===== src/rtl/ch_readout_serializer_if.sv =====
`default_nettype none
// ------------------------------------------------------------------
// ch_readout_serializer_if : read-address / serial-out bundle of one POCI channel
// Revision 1.0
// ------------------------------------------------------------------
interface ch_readout_serializer_if #(
  parameter int NUM_REGS_PER_CH = 7,
  parameter int REG_WIDTH       = 8
);
  localparam int IDX_W = (NUM_REGS_PER_CH > 1) ? $clog2(NUM_REGS_PER_CH) : 1;

  logic                                 cs;
  logic [6:0]                           addr;
  logic                                 addr_valid;
  logic [NUM_REGS_PER_CH*REG_WIDTH-1:0] ch_regs;
  logic                                 poci_ch;
  logic                                 busy;
  logic                                 rd_done;
  logic [IDX_W-1:0]                     reg_idx;

  modport master (
    output cs, addr, addr_valid, ch_regs,
    input  poci_ch, busy, rd_done, reg_idx
  );

  modport slave (
    input  cs, addr, addr_valid, ch_regs,
    output poci_ch, busy, rd_done, reg_idx
  );
endinterface
`default_nettype wire


===== src/rtl/ch_readout_serializer.sv =====
`default_nettype none
// ------------------------------------------------------------------
// ch_readout_serializer : MSB-first serializer for one channel's registers; define READOUT_AUTO_INC_EN for burst reads
// Revision 1.0
// ------------------------------------------------------------------
module ch_readout_serializer #(
  parameter int CH_INDEX          = 0,
  parameter int CH_REG_START_ADDR = 12,
  parameter int NUM_REGS_PER_CH   = 7,
  parameter int REG_WIDTH         = 8
) (
  input  logic                     spi_clk,
  input  logic                     rstn,
  ch_readout_serializer_if.slave   bus
);
  localparam int          IDX_W     = (NUM_REGS_PER_CH > 1) ? $clog2(NUM_REGS_PER_CH) : 1;
  localparam int          CNT_W     = (REG_WIDTH > 1) ? $clog2(REG_WIDTH) : 1;
  localparam int          NUM_SLOTS = 1 << IDX_W;
  localparam int unsigned c_CH_BASE = CH_REG_START_ADDR + CH_INDEX * NUM_REGS_PER_CH;
  localparam int unsigned c_CH_END  = c_CH_BASE + NUM_REGS_PER_CH;

  localparam logic [0:0] c_IDLE  = 1'b0;
  localparam logic [0:0] c_SHIFT = 1'b1;

  logic [0:0]           r_state;
  logic [REG_WIDTH-1:0] r_sr;
  logic [CNT_W-1:0]     r_cnt;
  logic [IDX_W-1:0]     r_idx;
  logic                 r_poci;
  logic                 r_done;

  logic [31:0]          w_addr_ext;
  logic                 w_hit;
  logic [IDX_W-1:0]     w_hit_idx;
  logic                 w_go_load;
  logic [IDX_W-1:0]     w_load_idx;
  logic [REG_WIDTH-1:0] w_load_word;
  logic [REG_WIDTH-1:0] w_words [NUM_SLOTS];

  assign w_addr_ext = {25'd0, bus.addr};
  assign w_hit      = bus.addr_valid && (w_addr_ext >= c_CH_BASE) && (w_addr_ext < c_CH_END);
  assign w_hit_idx  = IDX_W'(w_addr_ext - 32'(c_CH_BASE));

  // Pad the word table to a power of two so any index value selects a defined word.
  for (genvar g = 0; g < NUM_SLOTS; g++) begin : g_words
    if (g < NUM_REGS_PER_CH) begin : g_real
      assign w_words[g] = bus.ch_regs[g*REG_WIDTH +: REG_WIDTH];
    end else begin : g_pad
      assign w_words[g] = '0;
    end
  end

`ifdef READOUT_AUTO_INC_EN
  logic [IDX_W-1:0] w_next_idx;
  logic             w_last_reg;
  assign w_next_idx = r_idx + IDX_W'(1);
  assign w_last_reg = (r_idx == IDX_W'(NUM_REGS_PER_CH - 1));
`endif

  // A load comes from an address hit, or from the burst step once the last bit is out.
  always_comb begin
    w_go_load  = 1'b0;
    w_load_idx = w_hit_idx;
    if (w_hit) begin
      w_go_load = 1'b1;
`ifdef READOUT_AUTO_INC_EN
    end else if (!bus.addr_valid && (r_state == c_SHIFT) && (r_cnt == '0) && !w_last_reg) begin
      w_go_load  = 1'b1;
      w_load_idx = w_next_idx;
`endif
    end
  end

  assign w_load_word = w_words[w_load_idx];

  always_ff @(posedge spi_clk) begin
    if (!rstn) begin
      r_state <= c_IDLE;
      r_sr    <= '0;
      r_cnt   <= '0;
      r_idx   <= '0;
      r_poci  <= 1'b0;
      r_done  <= 1'b0;
    end else if (!bus.cs) begin
      r_state <= c_IDLE;
      r_sr    <= '0;
      r_cnt   <= '0;
      r_poci  <= 1'b0;
      r_done  <= 1'b0;
    end else if (w_go_load) begin
      // MSB goes straight to the output; the shift register keeps the remaining bits.
      r_state <= c_SHIFT;
      r_idx   <= w_load_idx;
      r_sr    <= w_load_word << 1;
      r_poci  <= w_load_word[REG_WIDTH-1];
      r_cnt   <= CNT_W'(REG_WIDTH - 1);
      r_done  <= (REG_WIDTH == 1);
    end else if ((r_state == c_SHIFT) && !bus.addr_valid && (r_cnt != '0)) begin
      r_sr    <= r_sr << 1;
      r_poci  <= r_sr[REG_WIDTH-1];
      r_cnt   <= r_cnt - CNT_W'(1);
      r_done  <= (r_cnt == CNT_W'(1));
    end else begin
      r_state <= c_IDLE;
      r_sr    <= '0;
      r_cnt   <= '0;
      r_poci  <= 1'b0;
      r_done  <= 1'b0;
    end
  end

  assign bus.poci_ch = r_poci;
  assign bus.busy    = (r_state == c_SHIFT);
  assign bus.rd_done = r_done;
  assign bus.reg_idx = r_idx;
endmodule
`default_nettype wire


===== src/flat_wrapper.sv =====
// flat-port wrapper written by rule: the top's interface ports become plain ports
module ch_readout_serializer_flat 
#(
  parameter int CH_INDEX          = 0,
  parameter int CH_REG_START_ADDR = 12,
  parameter int NUM_REGS_PER_CH   = 7,
  parameter int REG_WIDTH         = 8
)
  (spi_clk, rstn, bus_cs, bus_addr, bus_addr_valid, bus_ch_regs, bus_poci_ch, bus_busy, bus_rd_done, bus_reg_idx);
  ch_readout_serializer_if #(.NUM_REGS_PER_CH(NUM_REGS_PER_CH), .REG_WIDTH(REG_WIDTH)) bus_i ();
  input  logic spi_clk;
  input  logic rstn;
  input wire logic [$bits(bus_i.cs)-1:0] bus_cs;
  input wire logic [$bits(bus_i.addr)-1:0] bus_addr;
  input wire logic [$bits(bus_i.addr_valid)-1:0] bus_addr_valid;
  input wire logic [$bits(bus_i.ch_regs)-1:0] bus_ch_regs;
  output wire logic [$bits(bus_i.poci_ch)-1:0] bus_poci_ch;
  output wire logic [$bits(bus_i.busy)-1:0] bus_busy;
  output wire logic [$bits(bus_i.rd_done)-1:0] bus_rd_done;
  output wire logic [$bits(bus_i.reg_idx)-1:0] bus_reg_idx;
  assign bus_i.cs = bus_cs;
  assign bus_i.addr = bus_addr;
  assign bus_i.addr_valid = bus_addr_valid;
  assign bus_i.ch_regs = bus_ch_regs;
  assign bus_poci_ch = bus_i.poci_ch;
  assign bus_busy = bus_i.busy;
  assign bus_rd_done = bus_i.rd_done;
  assign bus_reg_idx = bus_i.reg_idx;
  ch_readout_serializer #(.CH_INDEX(CH_INDEX), .CH_REG_START_ADDR(CH_REG_START_ADDR), .NUM_REGS_PER_CH(NUM_REGS_PER_CH), .REG_WIDTH(REG_WIDTH)) u_core (.spi_clk(spi_clk), .rstn(rstn), .bus(bus_i));
endmodule

===== config.mk =====
export PLATFORM = sky130hd
export DESIGN_NAME = ch_readout_serializer_flat
export DESIGN_NICKNAME = d
export VERILOG_FILES = /design/src/rtl/ch_readout_serializer_if.sv /design/src/rtl/ch_readout_serializer.sv /design/src/flat_wrapper.sv
export SDC_FILE = /design/constraint.sdc
export NUM_CORES = 1
export LEC_CHECK = 0
export CORE_MARGIN = 10
export CORE_UTILIZATION = 36
export DETAILED_ROUTE_END_ITERATION = 10
export PLACE_DENSITY = 0.9
export RECOVER_POWER = 25
export SLEW_MARGIN = 20
export SYNTH_ARGS = -nofsm -noshare
export SYNTH_HDL_FRONTEND = slang
export SYNTH_SLANG_ARGS = --single-unit

===== constraint.sdc =====
create_clock -name spi_clk -period 1.6 [get_ports spi_clk]
set_input_delay 0.24 -clock spi_clk [delete_from_list [all_inputs] [get_ports spi_clk]]
set_output_delay 0.24 -clock spi_clk [all_outputs]
set_load 0.005 [all_outputs]

Word-level counts from Yosys, hierarchy flattened
Index checks and enable logic that the tools add are counted.
{"block": "totals", "ff_bits": 17, "latch_bits": 0, "ram_bits": 0, "romBits": 0, "inputBits": 67, "n_memories": 0}
{"block": "classes", "n_addsub": 2, "multipliers": 0, "div": 0, "order_cmp": 3, "n_eq_ne": 2, "shift": 0, "muxes": 12, "bitwise": 4, "n_reduce_logical": 10}
{"op": "$mux W8", "count": 4}
{"op": "$bmux W8 S3", "count": 1}
{"op": "$ge A7 B4 Y1 const B", "count": 1}
{"op": "$lt A7 B5 Y1 const B", "count": 1}
{"op": "$mux W3", "count": 2}
{"op": "$mux W1", "count": 5}
{"op": "$ge A4 B4 Y1 const B", "count": 1}
{"op": "$logic_and A1 B1 Y1", "count": 4}
{"op": "$not A3 Y4", "count": 1}
{"op": "$reduce_and A2 Y1", "count": 2}
{"op": "$reduce_or A4 Y1", "count": 1}
{"op": "$eq A3 B1 Y1 const B", "count": 1}
{"op": "$not A1 Y1", "count": 3}
{"op": "$reduce_bool A3 Y1", "count": 1}
{"op": "$reduce_or A3 Y1", "count": 1}
{"op": "$sub A3 B1 Y3 const B", "count": 1}
{"op": "$sub A3 B3 Y3 const B", "count": 1}
{"op": "$ne A2 B1 Y1 const B", "count": 1}
{"op": "$logic_not A1 Y1", "count": 1}

Depth between registers and ports, before layout
{"block": "depth", "depth_word": 6, "ltp_mapped": 7}

Worst setup path after synthesis
Ideal clock, no wire load.
{"block": "synth_path", "kind": "register to register", "from": "register u_core.r_cnt[0]", "to": "register u_core.r_done, in the netlist u_core.bus.rd_done", "setup_time_ns": 0.073, "arrival_time_ns": 1.350, "t_required_ns": 1.527, "slack_ns": 0.178, "path_stages_with_launch": 6, "cell_sequence": "dfxtp_1 -> inv_1 -> ha_1 -> nor2b_1 -> or4b_4 -> nor3b_2"}
{"block": "synth_via", "elab_chain_cells": 4, "word_cells_on_any_way": 5, "cone_classes": "eq/ne (1); bitwise (1); reduce/logical (3)"}
{"element": "from (decl)", "line_no": "ch_readout_serializer.sv:27", "source": "logic [CNT_W-1:0] r_cnt;"}
{"element": "from (signal assigned)", "line_no": "ch_readout_serializer.sv:96", "source": "r_cnt <= CNT_W'(REG_WIDTH - 1);"}
{"element": "from (signal assigned)", "line_no": "ch_readout_serializer.sv:101", "source": "r_cnt <= r_cnt - CNT_W'(1);"}
{"element": "$reduce_bool A3 Y1", "line_no": "ch_readout_serializer.sv:98", "source": "end else if ((r_state == c_SHIFT) && !bus.addr_valid && (r_cnt != '0)) begin"}
{"element": "$logic_and A1 B1 Y1", "line_no": "ch_readout_serializer.sv:98"}
{"element": "$not A1 Y1 (no line)"}
{"element": "$reduce_or A4 Y1 (no line)"}
{"element": "to (signal assigned)", "line_no": "ch_readout_serializer.sv:97", "source": "r_done <= (REG_WIDTH == 1);"}
{"element": "to (signal assigned)", "line_no": "ch_readout_serializer.sv:102", "source": "r_done <= (r_cnt == CNT_W'(1));"}
{"element": "to (decl)", "line_no": "ch_readout_serializer.sv:30", "source": "logic r_done;"}
Parallel ways exist; a longest one is shown, timed or not.
A chain may end at the register's enable or synchronous reset.

Worst setup path after layout
Same ends and word-level chain as after synthesis.

==> metrics.cfg <==
[outcome]
status=finished, final reports clean

[yosys]
synth_cells=112
synth_cell_types=27
synth.cell_area_um2=1130
ys_ff_latch=16
synth_ff_type=dfxtp_1
yosys.area_share.simple_pct=22.0
synth_top_area_cell=dfxtp_1
yosysWarnings=0
synth_top_family_by_area=multiplexers
synth-xor-area-share_pct=0.777
async_reset_ff_share_pct=0
syn-mean-instance-area_um2=10.1
synthAdderAreaFrac_pct=3.33
synth_edf_count=0
yosysTopAreaCellShare_pct=28.4
synth_area_leaders=dfxtp_1, mux4_2, mux2i_1
synth_fp_nets=182
synthTopCellsByCount=dfxtp_1, nand2_1, mux2i_1, nor2b_1, nor2_1
yosysMostFrequentCell=dfxtp_1
synth.mux.area_fraction_pct=25.7
synth_compound_area_share_pct=14.3
synth_seq_area_share_pct=28.4

[global_routing]
grt_use_total_pct=13.6
antenna_found_initial=0
grt_max_degree=15
grt_overflow=0
grt_pass1_vias=1388
grt_pass1_wl_um=6560

[pwr]
swShare_pct=23.5
leakage_nw=0.791
switching_power_uw=235
combPwrFrac_pct=32.5
pwr-share-clk_pct=27.4
seq_power_share_pct=40.1
irDropWorstVdd_mv=0.213
power_density_nw_per_um2=497
internal-power_uw=764
totalPowerFinal_uw=999

[hold_path]
timing.hold.worst.class=flop to flop
holdCritStartpoint=u_core.r_sr[5]$_SDFF_PN0_

[clocking]
holdBufCountCts=0
cts_setup_buffers=0
cts_max_path_buffers=2
clock_sinks=16
root_buffer=clkbuf_4
clk_pin_slew_worst_paths_ns=0.09
cts-htree-levels=1
cts_tree=yes
cts_buffers=3
clk_latency_ns=0.30
ctsResizeCount=1

[die]
io_pins=73
rows=20
die_area_um2=5770
die_y_um=76.0
die_x_um=76.0
start_util_pct=37.2
coreArea_um2=3030

[sta]
hold_viol_final=0
worstMarginPinSlew_ns=0.363
fmax_ghz=0.648
finalSetupViolations=0
worst_slack_ns=0.0578
hold_ws_ns=0.447
finalCritPeriodShare_pct=96.4
finalSetupTns_ns=0
min_period_ns=1.54
maxSlewHeadroom_pct=75.7
fin_skew_ns=0.00648
rsz0062_at_grt=false
slew_violations=0

[layout]
syn_to_final_growth_pct=78.1
stdcell_count=236
fin_util_pct=66.3
num_antenna_cells=0
final_nets=263
final_cell_area_um2=2010
drive_above_1_share_pct=18.8

[setup_path]
path_class=flop to flop
critPathLaunchType=flop
critPathRequiredTime_ns=1.83
cp_max_fo=5
end_kind=flop
crit_path_start=u_core.r_cnt[0]$_SDFF_PN0_
cp.arrival_ns=1.77
r2r_start=u_core.r_cnt[0]$_SDFF_PN0_

[placed_design]
dp_hpwl_um=3390
numPortBuffers=72
gp_congestion=0.767
dp_slack_ns=-0.303
post-place-cells=232
post_dp_cell_area_um2=1960

[drt]
postRouteAntennaNets=0
routed_via_density=5.05
routed_wl_um=3860
drc=0
drt_first_pass_iters=4
drt_iter0_drc=52
routedWlPerCell_um=16.4
num_vias=1192

[run]
cap_violations=0

-- metal layers --
layer / wire length [um] / GRT usage, % / vias up
met4: 26 / 3.98 / 0
met1: 1510 / 13.9 / 557
met3: 519 / 8.25 / 2
met5: 0 / 0 / -
li1: - / - / 570
met2: 1810 / 22.8 / 63
-- registers in the layout, indices dropped and copies added (netlist names) --
signal,count
u_core.bus.reg_idx,3
u_core.r_sr,7
u_core.r_cnt,3
u_core.bus.busy,1
u_core.bus.poci_ch,1
u_core.bus.rd_done,1
-- critical path: stages (launching register included) --
cell	delay [ns]
dfxtp_1	0.37
inv_1	0.08
ha_1	0.20
nor2b_1	0.15
or4b_4	0.53
nor3b_2	0.16
-- cells by family after synthesis --
family,count (synthesis)
and+or+nand+nor,44
AOI/OAI and AO/OA,19
muxes,19
DFF,16
buffers and inverters,10
adders and majority gates,3
xor gates and xnor gates,1
-- worst paths after layout --
check                           slack [ns]  cells past startpoint                             to
worst max-delay path                  0.06                      5  u_core.bus.rd_done$_SDFF_PP0_
worst min-delay path                  0.45                      2      u_core.r_sr[6]$_SDFF_PN0_
worst max register to register        0.06                      5  u_core.bus.rd_done$_SDFF_PP0_
worst min register to register        0.45                      2      u_core.r_sr[6]$_SDFF_PN0_
-- power by group through the flow --
stage / logic (mW) / registers, mW / clock network (mW)
after floorplan: 0.119 / 0.410 / 0
after global placement: 0.315 / 0.410 / 0
after global routing: 0.352 / 0.401 / 0.294
after detailed placement: 0.324 / 0.410 / 0
final: 0.324 / 0.401 / 0.274
after CTS: 0.326 / 0.401 / 0.276
-- cell usage in the layout (no fill, tap or decap), drive strengths merged --
cell / Yosys / final
a211oi: 8 / 8
a22o: 1 / 1
buf: 6 / 12
clkbuf: 2 / 4
clkdlybuf4s50: 0 / 67
dfxtp: 16 / 16
dlygate4sd3: 0 / 5
ha: 3 / 3
inv: 2 / 2
mux2i: 11 / 11
mux4: 8 / 8
nand2: 16 / 16
nand4: 1 / 1
nor2: 9 / 9
nor2b: 11 / 11
nor3: 1 / 1
nor3b: 2 / 2
nor4b: 2 / 2
o21ai: 3 / 3
o31ai: 7 / 7
or2b: 1 / 1
or4b: 1 / 1
xnor2: 1 / 1
-- cell type report --
cell class	instances	area (um^2)
Clock buffer	4	36.3
Multi-Input combinational cell	86	753
Inverter	2	7.51
Sequential cell	16	320
Fill cell	234	1020
Tap cell	44	55.1
Timing Repair Buffer	84	836
Note: power is estimated with default switching activity, not from simulation.
